--- src/rtl/echo_pkg.sv ---
// echo_pkg: shared types and default widths for the echo boxcar integrator.
package echo_pkg;

  localparam int unsigned ADC_W_DEF  = 12;
  localparam int unsigned ACC_W_DEF  = 40;
  localparam int unsigned SHOT_W_DEF = 16;
  localparam int unsigned NSAMP_W    = 32;

  typedef enum logic [2:0] {
    StIdle,
    StSync,
    StWaitGate,
    StIntegrate,
    StDone,
    StHold
  } echo_state_e;

endpackage

--- src/rtl/echo_accum.sv ---
// echo_accum: signed accumulator with sample counter, synchronous clear and a
// sticky flag raised on signed overflow of the sum or wrap of the counter.
module echo_accum
  import echo_pkg::*;
#(
  parameter int unsigned IN_W  = ADC_W_DEF,
  parameter int unsigned ACC_W = ACC_W_DEF
) (
  input  logic                    clk_pll,
  input  logic                    resetn,
  input  logic                    clr,
  input  logic                    en,
  input  logic signed [IN_W-1:0]  din,
  output logic signed [ACC_W-1:0] acc,
  output logic [NSAMP_W-1:0]      cnt,
  output logic                    ovf
);

  logic signed [ACC_W-1:0] addend;
  logic signed [ACC_W-1:0] sum;
  logic                    add_ovf;
  logic                    cnt_wrap;

  // Sign-extend the sample and detect two's-complement overflow of the add.
  always_comb begin
    addend   = ACC_W'(din);
    sum      = acc + addend;
    add_ovf  = (acc[ACC_W-1] == addend[ACC_W-1]) && (sum[ACC_W-1] != acc[ACC_W-1]);
    cnt_wrap = &cnt;
  end

  // Accumulate on enable; sum and count wrap, overflow stays set until clear.
  always_ff @(posedge clk_pll) begin
    if (!resetn) begin
      acc <= '0;
      cnt <= '0;
      ovf <= 1'b0;
    end else if (clr) begin
      acc <= '0;
      cnt <= '0;
      ovf <= 1'b0;
    end else if (en) begin
      acc <= sum;
      cnt <= cnt + NSAMP_W'(1);
      if (add_ovf || cnt_wrap) begin
        ovf <= 1'b1;
      end
    end
  end

endmodule

--- src/rtl/echo_boxcar.sv ---
// echo_boxcar: integrates ADC samples over each record_start gate window,
// sums a configurable number of shots and hands the total out over
// valid/ready. Define ECHO_BASELINE_EN to also accumulate the off-gate
// baseline between shots (adds baseline_out and nbase_out).
module echo_boxcar
  import echo_pkg::*;
#(
  parameter int unsigned ADC_W  = ADC_W_DEF,
  parameter int unsigned ACC_W  = ACC_W_DEF,
  parameter int unsigned SHOT_W = SHOT_W_DEF
) (
  input  logic                    clk_pll,
  input  logic                    resetn,
  input  logic                    arm,
  input  logic [SHOT_W-1:0]       nshots,
  input  logic                    record_start,
  input  logic signed [ADC_W-1:0] adc_data,
  input  logic                    adc_valid,
  output logic                    busy,
  output logic signed [ACC_W-1:0] sum_out,
  output logic [NSAMP_W-1:0]      nsamp_out,
  output logic                    result_valid,
  input  logic                    result_ready,
`ifdef ECHO_BASELINE_EN
  output logic signed [ACC_W-1:0] baseline_out,
  output logic [NSAMP_W-1:0]      nbase_out,
`endif
  output logic                    overflow
);

  echo_state_e             state_q;
  logic                    gate_q;
  logic [SHOT_W-1:0]       nshots_lat;
  logic [SHOT_W-1:0]       shot_cnt;
  logic [SHOT_W-1:0]       shot_next;
  logic                    gate_rise;
  logic                    gate_fall;
  logic                    arm_take;
  logic                    acc_en;
  logic signed [ACC_W-1:0] acc_sum;
  logic [NSAMP_W-1:0]      acc_cnt;
  logic                    acc_ovf;

  // Edge detect on the gate and the accumulate qualifiers.
  always_comb begin
    gate_rise = record_start & ~gate_q;
    gate_fall = ~record_start & gate_q;
    arm_take  = arm && (state_q == StIdle);
    shot_next = shot_cnt + SHOT_W'(1);
    // The rising-edge cycle is still in WaitGate but its sample belongs to the window.
    acc_en    = adc_valid && record_start &&
                (((state_q == StWaitGate) && gate_rise) || (state_q == StIntegrate));
  end

  echo_accum #(
    .IN_W  (ADC_W),
    .ACC_W (ACC_W)
  ) u_accum (
    .clk_pll (clk_pll),
    .resetn  (resetn),
    .clr     (arm_take),
    .en      (acc_en),
    .din     (adc_data),
    .acc     (acc_sum),
    .cnt     (acc_cnt),
    .ovf     (acc_ovf)
  );

  // Acquisition sequencer with registered handshake and result outputs.
  always_ff @(posedge clk_pll) begin
    if (!resetn) begin
      state_q      <= StIdle;
      gate_q       <= 1'b0;
      nshots_lat   <= '0;
      shot_cnt     <= '0;
      busy         <= 1'b0;
      result_valid <= 1'b0;
      sum_out      <= '0;
      nsamp_out    <= '0;
    end else begin
      gate_q <= record_start;
      unique case (state_q)
        StIdle: begin
          if (arm) begin
            nshots_lat <= (nshots == '0) ? SHOT_W'(1) : nshots;
            shot_cnt   <= '0;
            busy       <= 1'b1;
            // Arming mid-window would integrate a truncated shot, so skip it.
            state_q    <= record_start ? StSync : StWaitGate;
          end
        end
        StSync: begin
          if (!record_start) begin
            state_q <= StWaitGate;
          end
        end
        StWaitGate: begin
          if (gate_rise) begin
            state_q <= StIntegrate;
          end
        end
        StIntegrate: begin
          if (gate_fall) begin
            shot_cnt <= shot_next;
            state_q  <= (shot_next == nshots_lat) ? StDone : StWaitGate;
          end
        end
        StDone: begin
          sum_out      <= acc_sum;
          nsamp_out    <= acc_cnt;
          result_valid <= 1'b1;
          state_q      <= StHold;
        end
        StHold: begin
          if (result_ready) begin
            result_valid <= 1'b0;
            busy         <= 1'b0;
            state_q      <= StIdle;
          end
        end
        default: state_q <= StIdle;
      endcase
    end
  end

`ifdef ECHO_BASELINE_EN
  logic                    base_en;
  logic signed [ACC_W-1:0] base_sum;
  logic [NSAMP_W-1:0]      base_cnt;
  logic                    base_ovf;

  // Off-gate samples between shots form the baseline estimate.
  always_comb begin
    base_en = adc_valid && !record_start && (state_q == StWaitGate) && (shot_cnt != '0);
  end

  echo_accum #(
    .IN_W  (ADC_W),
    .ACC_W (ACC_W)
  ) u_base (
    .clk_pll (clk_pll),
    .resetn  (resetn),
    .clr     (arm_take),
    .en      (base_en),
    .din     (adc_data),
    .acc     (base_sum),
    .cnt     (base_cnt),
    .ovf     (base_ovf)
  );

  // Baseline results are published alongside sum_out and cleared on arm.
  always_ff @(posedge clk_pll) begin
    if (!resetn) begin
      baseline_out <= '0;
      nbase_out    <= '0;
    end else if (arm_take) begin
      baseline_out <= '0;
      nbase_out    <= '0;
    end else if (state_q == StDone) begin
      baseline_out <= base_sum;
      nbase_out    <= base_cnt;
    end
  end

  // A wrapped baseline is as untrustworthy as a wrapped signal sum.
  assign overflow = acc_ovf | base_ovf;
`else
  assign overflow = acc_ovf;
`endif

endmodule

--- config.mk ---
export PLATFORM = sky130hd
export DESIGN_NAME = echo_boxcar
export DESIGN_NICKNAME = d
export VERILOG_FILES = /design/src/rtl/echo_pkg.sv /design/src/rtl/echo_accum.sv /design/src/rtl/echo_boxcar.sv
export SDC_FILE = /design/constraint.sdc
export NUM_CORES = 1
export LEC_CHECK = 0
export CAP_MARGIN = 20
export CELL_PAD_IN_SITES_DETAIL_PLACEMENT = 0
export CELL_PAD_IN_SITES_GLOBAL_PLACEMENT = 1
export CORE_ASPECT_RATIO = 0.5
export CORE_UTILIZATION = 40
export CTS_BUF_LIST = sky130_fd_sc_hd__clkbuf_4 sky130_fd_sc_hd__clkbuf_8
export CTS_CLUSTER_DIAMETER = 150
export DETAILED_ROUTE_END_ITERATION = 8
export HOLD_SLACK_MARGIN = 0.05
export PLACE_DENSITY = 0.77
export SETUP_SLACK_MARGIN = 0.5
export SLEW_MARGIN = 20
export SYNTH_ARGS = -nofsm -noshare
export SYNTH_HDL_FRONTEND = slang
export SYNTH_HIERARCHICAL = 1
export SYNTH_SLANG_ARGS = --single-unit
export TNS_END_PERCENT = 1
--- constraint.sdc ---
create_clock -name clk_pll -period 3 [get_ports clk_pll]
set_clock_uncertainty 0.1 [all_clocks]
set_input_delay 0.6 -clock clk_pll [delete_from_list [all_inputs] [get_ports clk_pll]]
set_output_delay 0.6 -clock clk_pll [all_outputs]
set_load 0.01 [all_outputs]
==> results.cfg <==
[die]
num_io_pins = 109
initial_core_util_pct = 41.2
rows = 40
dieArea_um2 = 25700
core_um2 = 24300
die-height_um = 114
die_width_um = 226

[logic_synthesis]
synth.area.top_cells = dfxtp_1 37%, nand2_1 8.4%, a21boi_0 7.0%
synth_cell_types = 78
yosys_warnings = 6
syn_inst = 1209
synth.top_cell.area_share_pct = 36.6
synth-seq-area-share_pct = 36.6
syn_nets = 1285
async_reset_ff_share_pct = 0
syn_avg_cell_area_um2 = 8.28
synth_seq_cells = 183
netlist_area_um2 = 10000
yosysTopAreaCell = dfxtp_1
synth_top_flop_cell = dfxtp_1
synth_edf_count = 0

[cts]
cts.path.max_buffers = 2
root_buffer = clkbuf_8
ctsHtreeMaxLevel = 4
clkTransAtPathRegs_ns = 0.09
insertion_delay_ns = 0.50
cts_made_buffers = 17
cts_tree = yes
ctsHoldBuffers = 0
clkSinkCount = 183

[global_route]
antenna_found_initial = 0
overflow = 0
grt_max_degree = 58
grtUsageTotal_pct = 21.3
grt_pass1_wl_um = 43800
grt_pass1_vias = 8902

[finish]
final_core_util_pct = 53.9
antenna_cells = 0
nets = 1494
final_area_um2 = 13100
area_growth_pct = 30.7
drive_gt1_share_pct = 17.6

[setup_path]
cp.arrival_ns = 3.15
crit_buf_inv = 1
startpoint_type = primary input
critPathTopFamily = compound AO/OA/AOI/OAI gates
cp_data_required_time_ns = 3.30
cpPeakStageDelay_ns = 0.41
cp_slowest_cell = clkdlybuf4s50_1
crit_fanout = 4
path_cells = clkdlybuf4s50_1, ha_1, a21o_1, a221oi_4, o21a_2, o211ai_4, a31oi_4, o31ai_4, or3_4, and4_1, o21a_1
end_kind = flip-flop
worstSetupPathType = in -> reg

[drt]
drt-initial-drc-count = 555
ant_nets = 0
wl_per_cell_um = 15.2
firstDrtPassIters = 5
drc = 0
via_count = 9120
drt-vias-per-instance = 5.16
drt_wl_total_um = 26800

[sta]
finalSetupTns_ns = 0
hold_violations = 0
fin_crit_sh_pct = 95.3
timing.fmax_mhz = 350
slew_headroom_pct = 42.4
finalSetupViolCount = 0
slew_violations = 0
rsz0062_at_grt = true
worst_pin_slew_ns = 0.861
min_period_ns = 2.86

[hold_path]
hold_class = reg -> reg

[pwr]
powerDensity_nw_per_um2 = 370
ir_worst_vdd_mv = 0.237
p_leak_nw = 4.94

[placement]
hpwl_um = 19500
port_buffers = 108
gp_congestion = 0.882
dpl-instance-area_um2 = 12300

[run_status]
status = finished, final reports clean

[job]
timing.max_cap.violations = 0
[path summary, 6_finish.rpt]
kind                        from               to  slack [ns]  depth (start not counted)
setup / recovery     adc_data[8]  u_accum/acc[39]        0.14                         11
setup reg to reg  u_accum/acc[0]  u_accum/acc[34]        0.19                         13
hold / removal       sum_out[33]      sum_out[33]        0.37                          2
hold reg to reg      sum_out[33]      sum_out[33]        0.37                          2
[report_power, final]
part / total, W / switching [W] / internal [W]
clock: 0.00168 / 0.000958 / 0.000723
sequential: 0.00250 / 0.0000382 / 0.00246
combinational: 0.000659 / 0.000343 / 0.000316
[timing repair]
item                                    4_1_cts  5_1_grt
resized for setup                            21       35
setup buffers                                 6        2
gates cloned                                  1        1
pin swaps                                    15       24
endpoints found under the setup margin       36       85
[flip-flops by register name (all words and copies together) (netlist names)]
signal	flops
nsamp_out	32
nshots_lat	16
u_accum/ovf	1
busy	1
result_valid	1
gate_q	1
u_accum/cnt	32
shot_cnt	16
sum_out	40
state_q	3
u_accum/acc	40
[worst reg2reg max path: cells and delay by family, from the launching register on]
family                   cells  cell delay, ns
AO/OA/AOI/OAI                6            1.04
adder cells (fa/ha/maj)      2            0.50
AND/OR/NAND/NOR              2            0.38
flip-flops                   1            0.36
buffers and inverters        2            0.20
XOR/XNOR                     1            0.10
[synth_stat cells, drive strengths merged (17+ instances only)]
library cell / instances
a21boi: 93
a21o: 24
a21oi: 51
buf: 17
clkbuf: 54
dfxtp: 183
ha: 41
inv: 19
mux2i: 34
nand2: 225
nand3: 27
nand4: 22
nor2: 94
o21ai: 58
xnor2: 41
xor2: 37
[cell usage in the layout (no fill, tap or decap), types with 7 or more instances in the layout]
master,count
a21o_1,24
ha_4,10
ha_1,30
xnor2_1,41
nand4_1,20
o21a_1,8
or3_1,10
xor2_1,37
o21ai_0,49
nor4_1,7
dfxtp_1,181
buf_4,147
nor2_1,93
nand2_1,223
nor3_1,12
a31oi_1,13
nand3_1,26
a21oi_1,45
mux2i_1,34
clkdlybuf4s50_1,101
nor2b_1,13
inv_1,18
o21ai_1,9
clkbuf_8,19
a21boi_0,93
and2_1,7
and3_1,10
[kinds of logic (layout without fill, tap and decap cells)]
group | Yosys count | in the layout | synth area share [%]
XOR/XNOR | 78 | 78 | 6.83
AO/OA/AOI/OAI | 308 | 308 | 21.4
adder cells (fa/ha/maj) | 42 | 42 | 5.33
AND/OR/NAND/NOR | 473 | 473 | 22.4
multiplexers | 34 | 34 | 3.40
flip-flops | 183 | 183 | 36.6
buffers and inverters | 91 | 312 | 4.04
[metrics by stage]
stage	std cells	worst slack, ns	hold WS (ns)	power [W]
6_report	1766	0.142	0.368	0.00484
5_1_grt	1766	0.0760	0.390	0.00508
4_1_cts	1763	0.0944	0.370	0.00488
3_5_place_dp	1725	-0.785	0.356	0.00318
3_3_place_gp	1725	-0.678	0.351	0.00317
2_1_floorplan	1209	0.0313	0.353	0.00290
[final cells by class]
class | instances | area (µm²)
multi-input combinational | 935 | 6220
clock inverter | 11 | 114
clock buffer | 20 | 269
tap | 336 | 420
inverter | 20 | 75.1
sequential | 183 | 3670
timing repair buffer | 261 | 2310
fill | 2275 | 11200
[per-layer routing]
metal	global-route usage, %	wire length, µm	up-vias
met3	4.10	762	17
met2	36.2	12700	120
li1	-	-	4659
met4	6.35	262	0
met5	0	0	-
met1	27.5	13000	4324
Power figures use the tool's default switching activity.
